[src/rtl/mips_pkg.sv]
// mips_pkg: shared constants and types for the instruction-fetch front end.
//   NOP_INSTR     - instruction word used for IF/ID bubbles
//   PC_RESET      - default fetch PC after reset
//   ADDR_W        - PC / instruction memory address width
//   fetch_entry_t - prefetch queue entry {instr, pc_plus_four}
//   fetch_state_t - request-channel states of fetch_queue_if
package mips_pkg;

  localparam int          ADDR_W    = 32;
  localparam logic [31:0] PC_RESET  = 32'h0000_0000;
  localparam logic [31:0] NOP_INSTR = 32'h0000_0000;

  typedef struct packed {
    logic [31:0]       instr;
    logic [ADDR_W-1:0] pc_plus_four;
  } fetch_entry_t;

  typedef enum logic [1:0] {
    FQ_IDLE = 2'd0,
    FQ_BUSY = 2'd1,
    FQ_DROP = 2'd2
  } fetch_state_t;

endpackage

[src/rtl/fetch_fifo.sv]
// fetch_fifo: synchronous circular FIFO of fetch_entry_t with flush.
// Ports:
//   clk, rst     - clock, asynchronous active-high reset
//   i_flush      - empty the FIFO this cycle (push/pop ignored)
//   i_push       - write i_data (ignored when full unless popping too)
//   i_pop        - advance the head (ignored when empty)
//   i_data       - entry to write
//   o_head       - entry at the head (valid when !o_empty)
//   o_count      - number of stored entries, 0..DEPTH
//   o_full       - count == DEPTH
//   o_empty      - count == 0
// DEPTH must be a power of two so the pointers wrap naturally.
module fetch_fifo
  import mips_pkg::*;
#(
  parameter int DEPTH = 4
) (
  input  logic                   clk,
  input  logic                   rst,
  input  logic                   i_flush,
  input  logic                   i_push,
  input  logic                   i_pop,
  input  fetch_entry_t           i_data,
  output fetch_entry_t           o_head,
  output logic [$clog2(DEPTH):0] o_count,
  output logic                   o_full,
  output logic                   o_empty
);

  localparam int PTR_W = $clog2(DEPTH);
  localparam int CNT_W = PTR_W + 1;
  localparam logic [CNT_W-1:0] FULL_CNT = CNT_W'(DEPTH);

  fetch_entry_t     r_mem [DEPTH];
  logic [PTR_W-1:0] r_wr_ptr;
  logic [PTR_W-1:0] r_rd_ptr;
  logic [CNT_W-1:0] r_count;

  logic w_do_push;
  logic w_do_pop;

  assign o_full  = (r_count == FULL_CNT);
  assign o_empty = (r_count == '0);
  assign o_count = r_count;
  assign o_head  = r_mem[r_rd_ptr];

  // A push into a full FIFO is accepted when the head leaves in the same cycle.
  assign w_do_pop  = i_pop && !o_empty;
  assign w_do_push = i_push && (!o_full || w_do_pop);

  always_ff @(posedge clk or posedge rst) begin
    if (rst) begin
      r_wr_ptr <= '0;
      r_rd_ptr <= '0;
      r_count  <= '0;
    end else if (i_flush) begin
      r_wr_ptr <= '0;
      r_rd_ptr <= '0;
      r_count  <= '0;
    end else begin
      if (w_do_push) r_wr_ptr <= r_wr_ptr + PTR_W'(1);
      if (w_do_pop)  r_rd_ptr <= r_rd_ptr + PTR_W'(1);
      if (w_do_push && !w_do_pop)      r_count <= r_count + CNT_W'(1);
      else if (w_do_pop && !w_do_push) r_count <= r_count - CNT_W'(1);
    end
  end

  always_ff @(posedge clk) begin
    if (w_do_push && !i_flush) r_mem[r_wr_ptr] <= i_data;
  end

endmodule

[src/rtl/fetch_queue_if.sv]
// fetch_queue_if: instruction-fetch front end feeding decode via IF/ID.
// Holds the fetch PC, issues single-outstanding req/ack reads to instruction
// memory, buffers returned words in a prefetch queue (fetch_fifo) and owns
// the IF/ID register, honouring decode stall and branch redirect.
// Ports:
//   clk, reset        - clock, asynchronous active-high reset
//   stall_d           - decode stall: hold IF/ID
//   pc_src_d          - branch taken in decode: flush and redirect
//   pc_branch_d       - redirect target (low two bits ignored)
//   imem_req/addr     - instruction memory request and word address
//   imem_ack/rdata    - response strobe and instruction word
//   cmd_d             - IF/ID instruction (NOP on bubble)
//   pc_plus_four_d    - IF/ID PC+4
//   valid_d           - cmd_d holds a real instruction
//   perf_bubble_cnt   - (FETCH_PERF_EN) cycles with !valid_d and !stall_d
//   perf_drop_cnt     - (FETCH_PERF_EN) flushed entries plus dropped acks
// Optional feature macro: FETCH_PERF_EN.
//
// state   | meaning
// FQ_IDLE | no request outstanding; may issue
// FQ_BUSY | request outstanding; ack delivers a word to the queue
// FQ_DROP | request outstanding but redirected; ack is discarded
module fetch_queue_if #(
  parameter int                DEPTH    = 4,
  parameter int                ADDR_W   = mips_pkg::ADDR_W,
  parameter logic [ADDR_W-1:0] PC_RESET = mips_pkg::PC_RESET
) (
  input  logic              clk,
  input  logic              reset,
  input  logic              stall_d,
  input  logic              pc_src_d,
  input  logic [ADDR_W-1:0] pc_branch_d,
  output logic              imem_req,
  output logic [ADDR_W-1:0] imem_addr,
  input  logic              imem_ack,
  input  logic [31:0]       imem_rdata,
  output logic [31:0]       cmd_d,
  output logic [ADDR_W-1:0] pc_plus_four_d,
  output logic              valid_d
`ifdef FETCH_PERF_EN
  ,
  output logic [15:0]       perf_bubble_cnt,
  output logic [15:0]       perf_drop_cnt
`endif
);

  localparam int CNT_W = $clog2(DEPTH) + 1;

  mips_pkg::fetch_state_t r_state;
  mips_pkg::fetch_state_t w_state_nxt;

  logic [ADDR_W-1:0] r_fetch_pc;
  logic [ADDR_W-1:0] r_addr;
  logic [31:0]       r_cmd;
  logic [ADDR_W-1:0] r_pc4;
  logic              r_valid;

  logic              w_issue;
  logic              w_push;
  logic              w_ack_drop;
  logic              w_pop;
  logic              w_full;
  logic              w_empty;
  logic [CNT_W-1:0]  w_count;
  logic [ADDR_W-1:0] w_target;
  mips_pkg::fetch_entry_t w_push_data;
  mips_pkg::fetch_entry_t w_head;

  logic w_unused_lsb;
  assign w_unused_lsb = ^pc_branch_d[1:0];

  assign w_target = {pc_branch_d[ADDR_W-1:2], 2'b00};

  assign imem_req       = (r_state != mips_pkg::FQ_IDLE);
  assign imem_addr      = r_addr;
  assign cmd_d          = r_cmd;
  assign pc_plus_four_d = r_pc4;
  assign valid_d        = r_valid;

  always_ff @(posedge clk or posedge reset) begin
    if (reset) r_state <= mips_pkg::FQ_IDLE;
    else       r_state <= w_state_nxt;
  end

  // Issue is held off during a redirect so no request goes out on the
  // wrong path; the queue space check covers the single outstanding word.
  always_comb begin
    w_state_nxt = r_state;
    w_issue     = 1'b0;
    w_push      = 1'b0;
    w_ack_drop  = 1'b0;
    case (r_state)
      mips_pkg::FQ_IDLE: begin
        if (!pc_src_d && !w_full) begin
          w_issue     = 1'b1;
          w_state_nxt = mips_pkg::FQ_BUSY;
        end
      end
      mips_pkg::FQ_BUSY: begin
        if (imem_ack) begin
          w_state_nxt = mips_pkg::FQ_IDLE;
          if (pc_src_d) w_ack_drop = 1'b1;
          else          w_push     = 1'b1;
        end else if (pc_src_d) begin
          w_state_nxt = mips_pkg::FQ_DROP;
        end
      end
      mips_pkg::FQ_DROP: begin
        if (imem_ack) begin
          w_state_nxt = mips_pkg::FQ_IDLE;
          w_ack_drop  = 1'b1;
        end
      end
      default: w_state_nxt = mips_pkg::FQ_IDLE;
    endcase
  end

  always_ff @(posedge clk or posedge reset) begin
    if (reset) begin
      r_fetch_pc <= PC_RESET;
      r_addr     <= PC_RESET;
    end else if (pc_src_d) begin
      r_fetch_pc <= w_target;
    end else if (w_issue) begin
      r_addr     <= r_fetch_pc;
      r_fetch_pc <= r_fetch_pc + ADDR_W'(4);
    end
  end

  assign w_push_data.instr        = imem_rdata;
  assign w_push_data.pc_plus_four = r_addr + ADDR_W'(4);

  assign w_pop = !pc_src_d && !stall_d && !w_empty;

  fetch_fifo #(
    .DEPTH (DEPTH)
  ) u_fifo (
    .clk     (clk),
    .rst     (reset),
    .i_flush (pc_src_d),
    .i_push  (w_push),
    .i_pop   (w_pop),
    .i_data  (w_push_data),
    .o_head  (w_head),
    .o_count (w_count),
    .o_full  (w_full),
    .o_empty (w_empty)
  );

  // The queue head is only visible after its push edge, so an acked word
  // always spends at least one cycle in the queue before reaching IF/ID.
  always_ff @(posedge clk or posedge reset) begin
    if (reset) begin
      r_cmd   <= mips_pkg::NOP_INSTR;
      r_pc4   <= '0;
      r_valid <= 1'b0;
    end else if (pc_src_d) begin
      r_cmd   <= mips_pkg::NOP_INSTR;
      r_valid <= 1'b0;
    end else if (stall_d) begin
      r_cmd   <= r_cmd;
    end else if (!w_empty) begin
      r_cmd   <= w_head.instr;
      r_pc4   <= w_head.pc_plus_four;
      r_valid <= 1'b1;
    end else begin
      r_cmd   <= mips_pkg::NOP_INSTR;
      r_valid <= 1'b0;
    end
  end

`ifdef FETCH_PERF_EN
  logic [15:0] r_bubble_cnt;
  logic [15:0] r_drop_cnt;
  logic [16:0] w_drop_sum;

  // On redirect every queued entry is lost; pops are blocked that cycle.
  assign w_drop_sum = {1'b0, r_drop_cnt}
                    + (pc_src_d ? 17'(w_count) : 17'd0)
                    + 17'(w_ack_drop);

  always_ff @(posedge clk or posedge reset) begin
    if (reset) begin
      r_bubble_cnt <= '0;
      r_drop_cnt   <= '0;
    end else begin
      if (!r_valid && !stall_d && (r_bubble_cnt != 16'hFFFF))
        r_bubble_cnt <= r_bubble_cnt + 16'd1;
      r_drop_cnt <= w_drop_sum[16] ? 16'hFFFF : w_drop_sum[15:0];
    end
  end

  assign perf_bubble_cnt = r_bubble_cnt;
  assign perf_drop_cnt   = r_drop_cnt;
`else
  logic w_unused_cnt;
  assign w_unused_cnt = ^w_count;
`endif

endmodule

[config.mk]
export PLATFORM = sky130hd
export DESIGN_NAME = fetch_queue_if
export DESIGN_NICKNAME = d
export VERILOG_FILES = /design/src/rtl/mips_pkg.sv /design/src/rtl/fetch_fifo.sv /design/src/rtl/fetch_queue_if.sv
export SDC_FILE = /design/constraint.sdc
export NUM_CORES = 1
export LEC_CHECK = 0
export ABC_AREA = 1
export BUFFER_PORTS_ARGS = -buffer_cell sky130_fd_sc_hd__buf_2
export CORE_ASPECT_RATIO = 0.7
export CORE_MARGIN = 2
export CORE_UTILIZATION = 59
export CTS_CLUSTER_DIAMETER = 60
export DETAILED_ROUTE_END_ITERATION = 10
export PLACE_DENSITY = 0.91
export SLEW_MARGIN = 20
export SYNTH_ARGS = -nofsm -noshare
export SYNTH_HDL_FRONTEND = slang
export SYNTH_HIERARCHICAL = 1
export SYNTH_SLANG_ARGS = --single-unit
export TNS_END_PERCENT = 20
[constraint.sdc]
create_clock -name clk -period 6.3 [get_ports clk]
set_clock_uncertainty 0.05 [all_clocks]
set_input_delay 0.945 -clock clk [delete_from_list [all_inputs] [get_ports clk]]
set_output_delay 0.945 -clock clk [all_outputs]
set_load 0.1 [all_outputs]
==> results of run 1 <==
[metrics by stage]
stage               hold WS (ps)  std cells
floorplan                    448       1549
global placement             400       2018
CTS                          336       2086
global route                 344       2086
detailed placement           403       2018
finish                       333       2088
[logic make-up (layout without fill, tap and decap cells)]
family | after synthesis | in the layout
AND/OR/NAND/NOR | 646 | 646
flip-flops | 390 | 390
AO/OA/AOI/OAI | 295 | 295
buffers and inverters | 180 | 346
XOR/XNOR | 21 | 21
adder cells (fa/ha/maj) | 7 | 7
other | 1 | 12
[worst max path at each step]
stage	from	to	depth (start not counted)
5_1_grt	pc_src_d	u_fifo/r_mem[2][39]$_DFFE_PP_	5
3_5_place_dp	pc_src_d	u_fifo/r_mem[2][51]$_DFFE_PP_	5
3_3_place_gp	pc_src_d	u_fifo/r_mem[2][51]$_DFFE_PP_	5
6_report	pc_src_d	u_fifo/r_mem[2][39]$_DFFE_PP_	5
4_1_cts	pc_src_d	u_fifo/r_mem[2][39]$_DFFE_PP_	5
2_1_floorplan	pc_src_d	u_fifo/r_mem[0][0]$_DFFE_PP_	5
[area by class of cell]
type / instances / area, sq um / area share, %
tap: 371 / 464 / 2.45
clock inverter: 23 / 244 / 1.29
sequential: 390 / 11000 / 58.3
timing repair buffer: 174 / 901 / 4.75
inverter: 104 / 395 / 2.09
multi-input combinational: 979 / 4920 / 25.9
clock buffer: 45 / 986 / 5.20
antenna: 2 / 5.00 / 0.0264
[registers in the layout, summed over array words and instances, names as in the netlist]
register,cells
u_fifo/r_wr_ptr,2
valid_d,1
r_fetch_pc,30
u_fifo/o_count,3
pc_plus_four_d,32
u_fifo/r_rd_ptr,2
cmd_d,32
u_fifo/r_mem,256
r_state,2
imem_addr,30
[metal layers]
metal	vias to the layer above	GRT usage [%]
met2	849	48.8
met1	6212	40.9
met3	110	5.78
met4	0	8.63
met5	-	0
li1	5614	-
[power by group]
part,switching (mW),internal (mW)
clock,0.988,1.26
combinational,2.30,0.410
sequential,0.333,3.13
[critical path, stage by stage]
cell	delay [ps]
buf_2	350
nor4_1	970
nand3_2	410
nor2_4	830
buf_4	490
[cells in the mapped netlist, drive strengths merged, types with 2 or more instances]
cell type  count
a21oi          7
a32o          32
buf           42
clkbuf        34
dfrtp        134
edfxtp       256
ha             6
inv          103
nand2        327
nand3         61
nand3b        14
nand4         10
nor2         216
nor3          14
nor3b          2
o211ai         7
o21ai        177
o221ai         3
o22ai         65
xnor2          4
xor2          17
==> results.yml, run 1 <==
run_status:
  status: "complete, no violations"
critical_path:
  cp_max_fo: 38
  cp.arrival_ps: 4040
  timing.rr.end: "u_fifo/r_mem[2][39]$_DFFE_PP_"
  crit_type: "input pin to flop"
  worst_setup_path_end_kind: "flop"
  reg2reg_slack_ps: 2820
  setup.worst_path.start_class: "input pin"
  ff2ff_path_depth: 4
  required_ps: 6450
  r2r_start: "r_state[1]$_DFFE_PP0P_"
floorplanning:
  die_area_sq_um: 29700
  initial_utilization_pct: 60.1
  die_width_um: 205
  fp.dieH_um: 145
  fp-row-count: 51
  ios: 167
  core_area_sq_um: 27800
clocking:
  clock_path_buffers: 3
  clk_pin_slew_worst_paths_ps: 60
  cts_resized: 0
  h-tree-depth: 2
  post_cts_buffers: 0
  clkLatencyLatePin_ps: 540
  cts_hold_buf: 0
  cts_tree: "done"
  clockRootBuffer: "clkbuf_16"
  cts_buffers: 37
  cts.sinks: 390
synthesis:
  yosys.area_share.simple_pct: 16.7
  syn_avg_cell_area_sq_um: 10.9
  synth_cell_types: 48
  synth_seq_cells: 390
  syn_area_sq_um: 16700
  yosys-top-cells-area: "edfxtp_1, dfrtp_1, nand2_1, nor2_1, o21ai_0"
  yosys.area.top_type: "edfxtp_1"
  synthAdderAreaFrac_pct: 0.568
  synth-edff-count: 256
  synth_top_area_share_pct: 45.9
  async_flop_share_pct: 34.4
  synth_compound_area_share_pct: 10.6
  synthXorXnorAreaFrac_pct: 1.10
  ys_warn_count: 6
  synth_ff_type: "edfxtp_1"
  synth_top_family_by_area: "simple AND/OR/NAND/NOR gates"
  synth_cells: 1540
  synth.area.mux_share_pct: 0
  ys_seq_area_share_pct: 66.0
routing:
  drtIter0Drc: 1592
  wl_per_cell_um: 21.0
  wl_met1_um: 17300
  ant_nets: 0
  routed_wl_um: 43900
  drc_errors: 0
  top_layer: "met4"
  firstDrtPassIters: 6
  route.met2.wl_um: 20600
  dr_wl_met3_um: 4870
  via_per_inst: 6.12
  vias: 12785
timing:
  min_period_over_period_pct: 61.8
  rsz0062_at_grt: "no"
  relSlewSlack_pct: 27.5
  hold_viol_final: 0
  fin_crit_ps: 3890
  setup_viol: 0
  maxSlewViolCount: 0
  max_freq_mhz: 257
  setup_slack_ps: 2410
  finalSetupTns_ps: 0
  worst_slew_pin_slew_ps: 1090
global_route:
  grt_pass1_wl_um: 67200
  grt_pass1_vias: 12147
  antenna_found_initial: 0
  grt_max_degree: 97
  grtUsageTotal_pct: 29.7
  globalRouteOverflowTotal: 0
job:
  cap_violations: 0
power:
  finalPower_mw: 8.42
  peakVddDrop_mv: 0.473
  power.leakage_nw: 7.76
  p_per_area_nw_per_um2: 444
cells_and_area:
  fin_nets: 1762
  final_area_sq_um: 19000
  final_core_util_pct: 68.1
  layout-drive-gt1-share_pct: 16.7
  final_cell_mix: "nand2_1, edfxtp_1, nor2_1"
  area_delta_synth_final_pct: 13.3
  final_common_cell: "nand2_1"
  fillers: 1907
placement:
  hpwlAfterDp_um: 25900
  postPlaceCellArea_sq_um: 17700
  gp_congestion: 0.868
  post-place-ws_ps: 1880
  io_buffer_count: 162
worst_hold_path:
  hp-class: "input pin to async pin"
No activity file was read; power rests on OpenSTA's default activity.
==> inputs of run 2 (changes only) <==
==> constraint.sdc (replaced) <==
create_clock -name clk -period 4 [get_ports clk]
set_clock_uncertainty 0.05 [all_clocks]
set_input_delay 0.6 -clock clk [delete_from_list [all_inputs] [get_ports clk]]
set_output_delay 0.6 -clock clk [all_outputs]
set_load 0.1 [all_outputs]
==> run 2 against run 1 <==
Sequential power rose by 58%. Count of clock-buffer cells in the layout is 3 higher. Die area unchanged. Core utilization grew 0.40 points. Sequential share of layout area is 0.34 points lower. Sequential cell count unchanged. Worst setup slack got worse by 1000 ps. Via count shrank 0.59%.
==> results.yml, run 2 (synthesis gave the netlist of run 1 again) <==
run_status:
  status: "complete, no violations"
critical_path:
  timing.rr.end: "u_fifo/r_mem[3][19]$_DFFE_PP_"
  ff2ff_path_depth: 9
  reg2reg_slack_ps: 1380
  required_ps: 4120
  cp_cell_sequence: "inv_1 -> nand2_2 -> inv_1 -> nor3_4 -> nand2_2 -> nand2_1 -> nand3_2 -> nor2_4 -> buf_4"
  cpPeakStageDelay_ps: 560
  r2r_start: "u_fifo/o_count[2]$_DFFE_PP0P_"
  setup.worst_path.start_class: "flop"
  cp_max_fo: 43
  cp.arrival_ps: 2730
  critPathSlowestCell: "buf_4"
  crit_type: "flop to flop"
  worst_setup_path_end_kind: "flop"
clocking:
  cts_tree: "done"
  post_cts_buffers: 0
  clk_pin_slew_worst_paths_ps: 60
  h-tree-depth: 2
  clkLatencyLatePin_ps: 540
  clock_path_buffers: 3
  clockRootBuffer: "clkbuf_16"
  cts_buffers: 37
  cts.sinks: 390
  cts_resized: 0
  cts_hold_buf: 1
cells_and_area:
  area_delta_synth_final_pct: 14.0
  largest_register_ffs: 256
  final_common_cell: "nand2_1"
  final_cell_mix: "nand2_1, edfxtp_1, nor2_1"
  layout-drive-gt1-share_pct: 16.9
  fin_nets: 1771
  final_area_sq_um: 19100
  top_register: "u_fifo/r_mem"
  fillers: 1893
worst_hold_path:
  min_to: "r_state[1]$_DFFE_PP0P_"
  min_path_cells: 2
  min_from: "imem_ack"
  hp-class: "input pin to flop"
timing:
  min_period_over_period_pct: 65.4
  rsz0062_at_grt: "no"
  worst_slew_pin_slew_ps: 1110
  hold_slack_ps: 206
  hold_viol_final: 0
  maxSlewViolCount: 0
  setup_viol: 0
  relSlewSlack_pct: 25.8
  max_freq_mhz: 382
  setup_slack_ps: 1380
  fin_crit_ps: 2620
global_route:
  grt_pass1_vias: 12382
  grt_max_degree: 124
  grt_pass1_wl_um: 67000
  grtUsageTotal_pct: 29.5
  antenna_found_initial: 3
  globalRouteOverflowTotal: 0
placement:
  gp_congestion: 0.914
  postPlaceCellArea_sq_um: 17800
  post-place-ws_ps: 1050
  hpwlAfterDp_um: 27200
  io_buffer_count: 162
routing:
  via_per_inst: 6.06
  ant_nets: 0
  drc_errors: 0
  wl_per_cell_um: 20.7
  drtIter0Drc: 1812
  routed_wl_um: 43500
  vias: 12709
  firstDrtPassIters: 5
floorplanning:
  core_area_sq_um: 27800
  die_area_sq_um: 29700
  ios: 167
  fp-row-count: 51
  fp.dieH_um: 145
  initial_utilization_pct: 60.1
  die_width_um: 205
power:
  p_per_area_nw_per_um2: 696
  power.leakage_nw: 7.79
  peakVddDrop_mv: 0.589
  finalPower_mw: 13.3
job:
  cap_violations: 0
run 2: worst max path at each step:
stage,slack [ps],end,cells past startpoint,from
after global routing,1250,u_fifo/r_mem[3][41]$_DFFE_PP_,9,u_fifo/o_count[2]$_DFFE_PP0P_
final,1380,u_fifo/r_mem[3][19]$_DFFE_PP_,9,u_fifo/o_count[2]$_DFFE_PP0P_
after detailed placement,1050,u_fifo/r_mem[3][34]$_DFFE_PP_,7,pc_src_d
after global placement,1120,u_fifo/r_mem[3][33]$_DFFE_PP_,6,pc_src_d
after floorplan,-140,u_fifo/r_mem[0][0]$_DFFE_PP_,5,pc_src_d
after CTS,1410,u_fifo/r_mem[3][41]$_DFFE_PP_,9,u_fifo/o_count[2]$_DFFE_PP0P_
run 2: metal layers:
layer  share of wire (%)  track usage (%)  vias up  wire length, um
met2                  48             48.9      834            20800
met5                   0                0        -                0
li1                    -                -     5653                -
met1                  38             39.9     6133            16600
met3                  12             6.65       89             5130
met4                 2.1             8.07        0              897
run 2: cell type report:
cell class | instances | area [sq um] | share of cell area, %
well taps | 371 | 464 | 2.43
flip-flops and latches | 390 | 11000 | 57.9
clock inverters | 20 | 220 | 1.15
clock buffers | 48 | 1010 | 5.29
diodes | 3 | 7.51 | 0.0394
inverters | 104 | 395 | 2.07
multi-input cells | 979 | 4920 | 25.8
repair buffers | 183 | 1010 | 5.31
run 2: worst max-delay path, delay by kind of cell, from the launching register on:
| family | cells | cell delay, ps |
|---|---|---|
| flops | 1 | 390 |
| buf+inv | 3 | 720 |
| simple gates | 6 | 1060 |
run 2: metrics by stage:
stage | TNS, ps | cells | utilization, %
after global routing | 0 | 2095 | 68.5
after CTS | 0 | 2095 | 68.5
final | 0 | 2098 | 68.5
after floorplan | -40730 | 1549 | -
after global placement | 0 | 2026 | 64.1
after detailed placement | 0 | 2026 | 64.1
run 2: power by group:
| group | internal [mW] | switching (mW) | leakage, nW | total (mW) |
|---|---|---|---|---|
| Clock | 2.01 | 1.54 | 0.591 | 3.55 |
| Combinational | 0.657 | 3.62 | 3.18 | 4.28 |
| Sequential | 4.93 | 0.523 | 4.02 | 5.45 |
